<file path="src/rtl/uart_pkg.sv">
// Shared UART definitions: frame FSM states, data width, default rates and the
// bit-period helper used by the receiver, divider and future transmitter.
package uart_pkg;

  typedef enum logic [2:0] {
    IDLE   = 3'd0,
    START  = 3'd1,
    DATA   = 3'd2,
    PARITY = 3'd3,
    STOP   = 3'd4,
    BREAK  = 3'd5
  } uart_state_t;

  localparam int DATA_BITS      = 8;
  localparam int DEFAULT_CLK_HZ = 50000000;
  localparam int DEFAULT_BAUD   = 1152000;

  function automatic int clks_per_bit(input int clk_hz, input int baud);
    return clk_hz / baud;
  endfunction

endpackage

</file>
<file path="src/rtl/sync_ff.sv">
// Multi-stage synchronizer for a single asynchronous input; every stage
// resets to RESET_VAL so an idle-high line does not look active after reset.
module sync_ff #(
  parameter int   STAGES    = 2,
  parameter logic RESET_VAL = 1'b1
) (
  input  logic clk,
  input  logic rst,
  input  logic d,
  output logic q
);

  logic [STAGES-1:0] chain;

  // Shift the async input through the flop chain.
  always_ff @(posedge clk) begin
    if (rst) begin
      chain <= {STAGES{RESET_VAL}};
    end else begin
      chain <= {chain[STAGES-2:0], d};
    end
  end

  assign q = chain[STAGES-1];

endmodule

</file>
<file path="src/rtl/uart_rx.sv">
// 8N1 UART receiver with mid-bit sampling from the system clock.
// Define UART_RX_PARITY_EN to add a parity bit before the stop bit.
module uart_rx
  import uart_pkg::*;
#(
  parameter int CLK_HZ       = DEFAULT_CLK_HZ,
  parameter int BAUD         = DEFAULT_BAUD,
  parameter int CLKS_PER_BIT = clks_per_bit(CLK_HZ, BAUD),
  parameter int SYNC_STAGES  = 2
`ifdef UART_RX_PARITY_EN
  ,
  parameter bit PARITY_ODD   = 1'b0
`endif
) (
  input  logic       clk,
  input  logic       rst,
  input  logic       rx_in,
  output logic [7:0] rx_data,
  output logic       rx_valid,
  output logic       rx_frame_err,
  output logic       rx_busy
`ifdef UART_RX_PARITY_EN
  ,
  output logic       rx_parity_err
`endif
);

  localparam logic [15:0] BIT_LAST  = 16'(CLKS_PER_BIT - 1);
  localparam logic [15:0] HALF_LAST = 16'(CLKS_PER_BIT / 2 - 1);
`ifdef UART_RX_PARITY_EN
  localparam uart_state_t AFTER_DATA = PARITY;
`else
  localparam uart_state_t AFTER_DATA = STOP;
`endif

  logic                 rx_s;
  uart_state_t          state;
  logic [15:0]          cyc_cnt;
  logic [2:0]           bit_idx;
  logic [DATA_BITS-1:0] shift;
`ifdef UART_RX_PARITY_EN
  logic                 parity_bit;
`endif

  sync_ff #(
    .STAGES    (SYNC_STAGES),
    .RESET_VAL (1'b1)
  ) u_sync (
    .clk (clk),
    .rst (rst),
    .d   (rx_in),
    .q   (rx_s)
  );

  // Frame state machine; all outputs are registered here.
  always_ff @(posedge clk) begin
    if (rst) begin
      state        <= IDLE;
      cyc_cnt      <= 16'd0;
      bit_idx      <= 3'd0;
      shift        <= 8'h00;
      rx_data      <= 8'h00;
      rx_valid     <= 1'b0;
      rx_frame_err <= 1'b0;
      rx_busy      <= 1'b0;
`ifdef UART_RX_PARITY_EN
      parity_bit    <= 1'b0;
      rx_parity_err <= 1'b0;
`endif
    end else begin
      rx_valid     <= 1'b0;
      rx_frame_err <= 1'b0;
`ifdef UART_RX_PARITY_EN
      rx_parity_err <= 1'b0;
`endif
      case (state)
        IDLE: begin
          if (!rx_s) begin
            state   <= START;
            cyc_cnt <= 16'd0;
            rx_busy <= 1'b1;
          end
        end
        START: begin
          if (cyc_cnt == HALF_LAST) begin
            cyc_cnt <= 16'd0;
            bit_idx <= 3'd0;
            // A line that is high again at mid start bit was only a glitch.
            if (rx_s) begin
              state   <= IDLE;
              rx_busy <= 1'b0;
            end else begin
              state <= DATA;
            end
          end else begin
            cyc_cnt <= cyc_cnt + 16'd1;
          end
        end
        DATA: begin
          if (cyc_cnt == BIT_LAST) begin
            cyc_cnt        <= 16'd0;
            shift[bit_idx] <= rx_s;
            bit_idx        <= bit_idx + 3'd1;
            if (bit_idx == 3'd7) begin
              state <= AFTER_DATA;
            end
          end else begin
            cyc_cnt <= cyc_cnt + 16'd1;
          end
        end
`ifdef UART_RX_PARITY_EN
        PARITY: begin
          if (cyc_cnt == BIT_LAST) begin
            cyc_cnt    <= 16'd0;
            parity_bit <= rx_s;
            state      <= STOP;
          end else begin
            cyc_cnt <= cyc_cnt + 16'd1;
          end
        end
`endif
        STOP: begin
          if (cyc_cnt == BIT_LAST) begin
            cyc_cnt <= 16'd0;
            if (rx_s) begin
              rx_data  <= shift;
              rx_valid <= 1'b1;
              state    <= IDLE;
              rx_busy  <= 1'b0;
`ifdef UART_RX_PARITY_EN
              rx_parity_err <= (^shift) ^ parity_bit ^ PARITY_ODD;
`endif
            end else begin
              rx_frame_err <= 1'b1;
              state        <= BREAK;
            end
          end else begin
            cyc_cnt <= cyc_cnt + 16'd1;
          end
        end
        BREAK: begin
          // Wait out a held-low line so it reports only one error.
          if (rx_s) begin
            state   <= IDLE;
            rx_busy <= 1'b0;
          end
        end
        default: begin
          state   <= IDLE;
          cyc_cnt <= 16'd0;
          rx_busy <= 1'b0;
        end
      endcase
    end
  end

endmodule

</file>
<file path="config.mk">
export PLATFORM = sky130hd
export DESIGN_NAME = uart_rx
export DESIGN_NICKNAME = d
export VERILOG_FILES = /design/src/rtl/uart_pkg.sv /design/src/rtl/sync_ff.sv /design/src/rtl/uart_rx.sv
export SDC_FILE = /design/constraint.sdc
export NUM_CORES = 1
export LEC_CHECK = 0
export ABC_CLOCK_PERIOD_IN_PS = 3000
export BUFFER_PORTS_ARGS = -buffer_cell sky130_fd_sc_hd__buf_2
export CORE_MARGIN = 2
export CORE_UTILIZATION = 55
export DETAILED_ROUTE_END_ITERATION = 8
export GPL_TIMING_DRIVEN = 0
export HOLD_SLACK_MARGIN = 0.06
export PLACE_DENSITY = 0.73
export RECOVER_POWER = 100
export SYNTH_ARGS = -nofsm -noshare
export SYNTH_HDL_FRONTEND = slang
export SYNTH_SLANG_ARGS = --single-unit
</file>
<file path="constraint.sdc">
create_clock -name clk -period 3 [get_ports clk]
set_input_delay 0.15 -clock clk [delete_from_list [all_inputs] [get_ports clk]]
set_output_delay 0.15 -clock clk [all_outputs]
set_load 0.01 [all_outputs]
</file>
==> impl_summary.md <==
Critical path
Setup slack on the worst reg-to-reg path comes out at 0.65 ns. The element type at the critical path start is a flop. STA classifies the critical path endpoint as a flop. The required time at the worst-slack endpoint is 3.18 ns. The depth of the most critical reg-to-reg path is 7.

The worst register-to-register path begins at cyc_cnt[4]. The worst flop-to-flop path endpoint is rx_data[5]. The worst setup path category is reg2reg. The critical-path maximum fanout is 8. For the worst setup path, the data arrival time is roughly 2.5 ns.

Floorplanning
The core outline area is 4000 µm². During I/O placement, the number of pins put on the boundary was 14. The floorplan has 23 rows. The effective utilization at floorplan is 0.570. In this run the horizontal extent of the chip is 68.4 µm.

The area of the die is 4680 µm². The die is 68.4 µm tall.

Finish
Counting the fill cells in the layout gives 359. The number of standard cells in the final layout excluding fillers is roughly 330. The layout overhead on the synthesized area is 8.23%.

After the last flow step, the layout net total stands at 291. The total area of multi-input combinational cells is roughly 1200 µm². Of the cells placed in the final design, the portion with a size suffix greater than 1 is 0.109. Leaving out fill and tap cells, the most frequent cell in the layout is sky130_fd_sc_hd__dfxtp_1. In the layout the commonest cells are 43 x sky130_fd_sc_hd__dfxtp_1, 28 x sky130_fd_sc_hd__nand2_1, 28 x sky130_fd_sc_hd__nor2_1.

The total inserted antenna cells is 0. The area taken by flip-flops and latches is about 860 µm².

Synth
sky130_fd_sc_hd__dfxtp_1 takes more of the synthesized area than any other cell. Ranked by total cell area, the synthesized netlist is headed by sky130_fd_sc_hd__dfxtp_1 38%, sky130_fd_sc_hd__mux2i_1 7.0%, sky130_fd_sc_hd__nor2_1 4.6%, sky130_fd_sc_hd__nand2_1 4.3%, sky130_fd_sc_hd__nand3_1 3.1%. The number of enable-type register cells in the synthesized netlist is 0. The post-synthesis async set-or-reset flop share is 0. When the netlist entered floorplanning its net count stood at 271. Among all flip-flop cells after synthesis, the most frequent one is sky130_fd_sc_hd__dfxtp_1. The synthesized netlist occupies a cell area of between 2000 and 2500 µm². The cell count after synthesis came out at 263. The flop and latch count out of synthesis is 43.

The warning count from the yosys run is 0. Of the post-synthesis cell area, the dominant cell type holds 0.378. For this run, the register share of the synthesized area comes to 0.378. The mean instance size in the synthesized netlist is 8.67 µm². The distinct cell type count of the synthesized netlist is slightly below 50.

Clocking
Clock-pin slew was measured on the worst setup and hold paths at roughly 0.080 ns. The number of sinks handled by clock tree synthesis is 43. In this run the deepest clock path goes through 2 buffers.

TritonCTS built the clock tree. Buffers inserted during clock tree synthesis total 5. After clock tree synthesis, the flow added hold-fix buffers numbering 1. The latest clock arrival within the worst-skew pair is 0.30 ns.

The H-tree was split into 2 levels. The number of gates given a new drive strength after cts is 0. The number of setup buffers added after CTS is 0.

The root buffer cell is sky130_fd_sc_hd__clkbuf_8.

Route
The detailed-route wire length is 4870 µm. In this run the remaining antenna-violating nets after routing total 0. After detailed routing, the average wire length per cell comes to 14.6 µm. Detailed routing placed a total of 237 µm of wire on met3. The final route contains ~2000 vias. The number of optimization iterations in the first detailed-route pass is 4. The highest metal layer carrying signal wires in the routed design is met4. The routed via count divided by cell count is between 5 and 6.

The count of routing violations after the opening detailed-route iteration is 191. The routed length on met1 is 2520 µm. The detailed-route DRC error count is 0. The wire length on met2 is 2040 µm.

Pwr
The power density over the cells is around 440 nW/µm². The static leakage is 0.855 nW. The maximum resistive drop on vdd is 239 µV. The power after layout is 1.08 mW.

STA
The number of slew-limit violations in the final report came to 0. After routing, the total negative slack on setup checks comes to 0 ns. The final count of negative-setup-slack endpoints is 0. The final number of hold-violating endpoints came to 0. Setup repair after global routing left no endpoint under its margin. Of the available clock period, the critical path in the final layout requires 0.782. The worst-case clock skew is ~0.0037 ns. Based on the critical path, the design can be clocked at up to around 0.43 GHz. The max-slew headroom at the worst pin is 0.444. The actual transition at the worst max-transition pin is between 0.8 and 0.9 ns.

The clock period minus final worst setup slack is 2.35 ns.

Global routing
The number of antenna violations at the first check in global routing is 0. The overall global routing resource usage is 0.225. The first-pass GRT wire length is about 8000 µm. The pin count of the biggest net entering global routing is 15. The number of global-route vias before repair is about 1700. The overflow left after global routing is 0.

Outcome
The run finished with clean final reports.

Placed design
The half-perimeter wire length of the detailed placement result is 3330 µm. The last weighted congestion value of the routability-driven placer is ~0.94. Port buffering added 12 buffers. The post-placement cell count is 325.

Hold path
For hold timing, the worst endpoint is u_sync.chain[1]. The worst hold path stage count is 2. The worst hold path begins at rst. In this run the worst hold path is classified as in2reg.

Run
The max-cap check violation count is 0.
## kinds of logic (layout without fill, tap and decap cells)
| kind of cell | after synthesis | in the layout | share of synthesized area |
|---|---|---|---|
| AND/OR/NAND/NOR | 124 | 124 | 0.308 |
| AO/OA/AOI/OAI | 47 | 47 | 0.142 |
| flip-flops | 43 | 43 | 0.378 |
| buffers and inverters | 28 | 49 | 0.0741 |
| multiplexers | 16 | 16 | 0.0703 |
| adder cells (fa/ha/maj) | 5 | 5 | 0.0274 |
## critical path: stages (launching register included)
cell and delay, ns:
sky130_fd_sc_hd__dfxtp_1 0.30, sky130_fd_sc_hd__clkbuf_1 0.17, sky130_fd_sc_hd__nor3b_1 0.35, sky130_fd_sc_hd__and4_1 0.24, sky130_fd_sc_hd__clkbuf_1 0.22, sky130_fd_sc_hd__nand4_1 0.54, sky130_fd_sc_hd__mux2i_1 0.34, sky130_fd_sc_hd__nor2_1 0.06
## area by class of cell
type                    count  share of cell area
multi-input cells         192               0.493
flip-flops and latches     43               0.349
plain buffers              21              0.0532
clock buffers               5              0.0279
well taps                  50              0.0254
repair buffers             13              0.0228
clock inverters             3              0.0177
inverters                   7              0.0106
## how the worst max path moves through the flow
stage / from / endpoint / slack (ns)
after CTS: cyc_cnt[0] / shift[4] / 0.99
final: cyc_cnt[4] / rx_data[5] / 0.65
after floorplan: cyc_cnt[0] / shift[0] / 1.25
after global routing: cyc_cnt[4] / rx_data[0] / 0.42
after detailed placement: cyc_cnt[0] / shift[4] / 1.01
after global placement: cyc_cnt[0] / shift[3] / 1.07
## routing by layer
layer | track usage | vias to the layer above
met5 | 0 | -
met4 | 0.0775 | 0
met3 | 0.0526 | 7
met2 | 0.323 | 52
met1 | 0.325 | 940
li1 | - | 997
## registers in the layout, indices dropped and copies added, names as in the netlist
signal        flops
cyc_cnt          16
rx_data           8
u_sync.chain      2
rx_busy           1
rx_frame_err      1
shift             8
rx_valid          1
bit_idx           3
state             3
## metrics by stage
stage | util | hold slack (ns) | worst slack, ns | instance area [µm²]
after CTS | 0.631 | 0.175 | 0.991 | 2520
final | 0.617 | 0.168 | 0.653 | 2470
after global routing | 0.617 | 0.177 | 0.417 | 2470
after global placement | 0.601 | 0.334 | 1.07 | 2400
after detailed placement | 0.601 | 0.336 | 1.01 | 2400
after floorplan | - | 0.254 | 1.25 | 2280
## power breakdown
| group | internal, mW | switching [mW] | total (mW) |
|---|---|---|---|
| clock | 0.248 | 0.206 | 0.454 |
| combinational | 0.0154 | 0.0335 | 0.0489 |
| sequential | 0.573 | 0.00182 | 0.575 |
| total | 0.837 | 0.241 | 1.08 |
## synthesized netlist by cell type (3+ instances only)
master,number
sky130_fd_sc_hd__nand4_1,5
sky130_fd_sc_hd__nand3b_1,3
sky130_fd_sc_hd__or2_2,5
sky130_fd_sc_hd__and4_1,3
sky130_fd_sc_hd__o21ai_0,8
sky130_fd_sc_hd__a311oi_1,5
sky130_fd_sc_hd__a21oi_1,10
sky130_fd_sc_hd__a41oi_1,3
sky130_fd_sc_hd__nand3_1,14
sky130_fd_sc_hd__dfxtp_1,43
sky130_fd_sc_hd__nor2_1,28
sky130_fd_sc_hd__nor4_1,9
sky130_fd_sc_hd__nand2b_1,5
sky130_fd_sc_hd__mux2i_1,16
sky130_fd_sc_hd__nand2_1,26
sky130_fd_sc_hd__clkbuf_1,7
sky130_fd_sc_hd__buf_2,6
sky130_fd_sc_hd__nor3_1,8
sky130_fd_sc_hd__inv_1,6
sky130_fd_sc_hd__buf_6,5
sky130_fd_sc_hd__a31oi_1,9
sky130_fd_sc_hd__ha_1,5
Note: power is estimated with default switching activity, not from simulation.
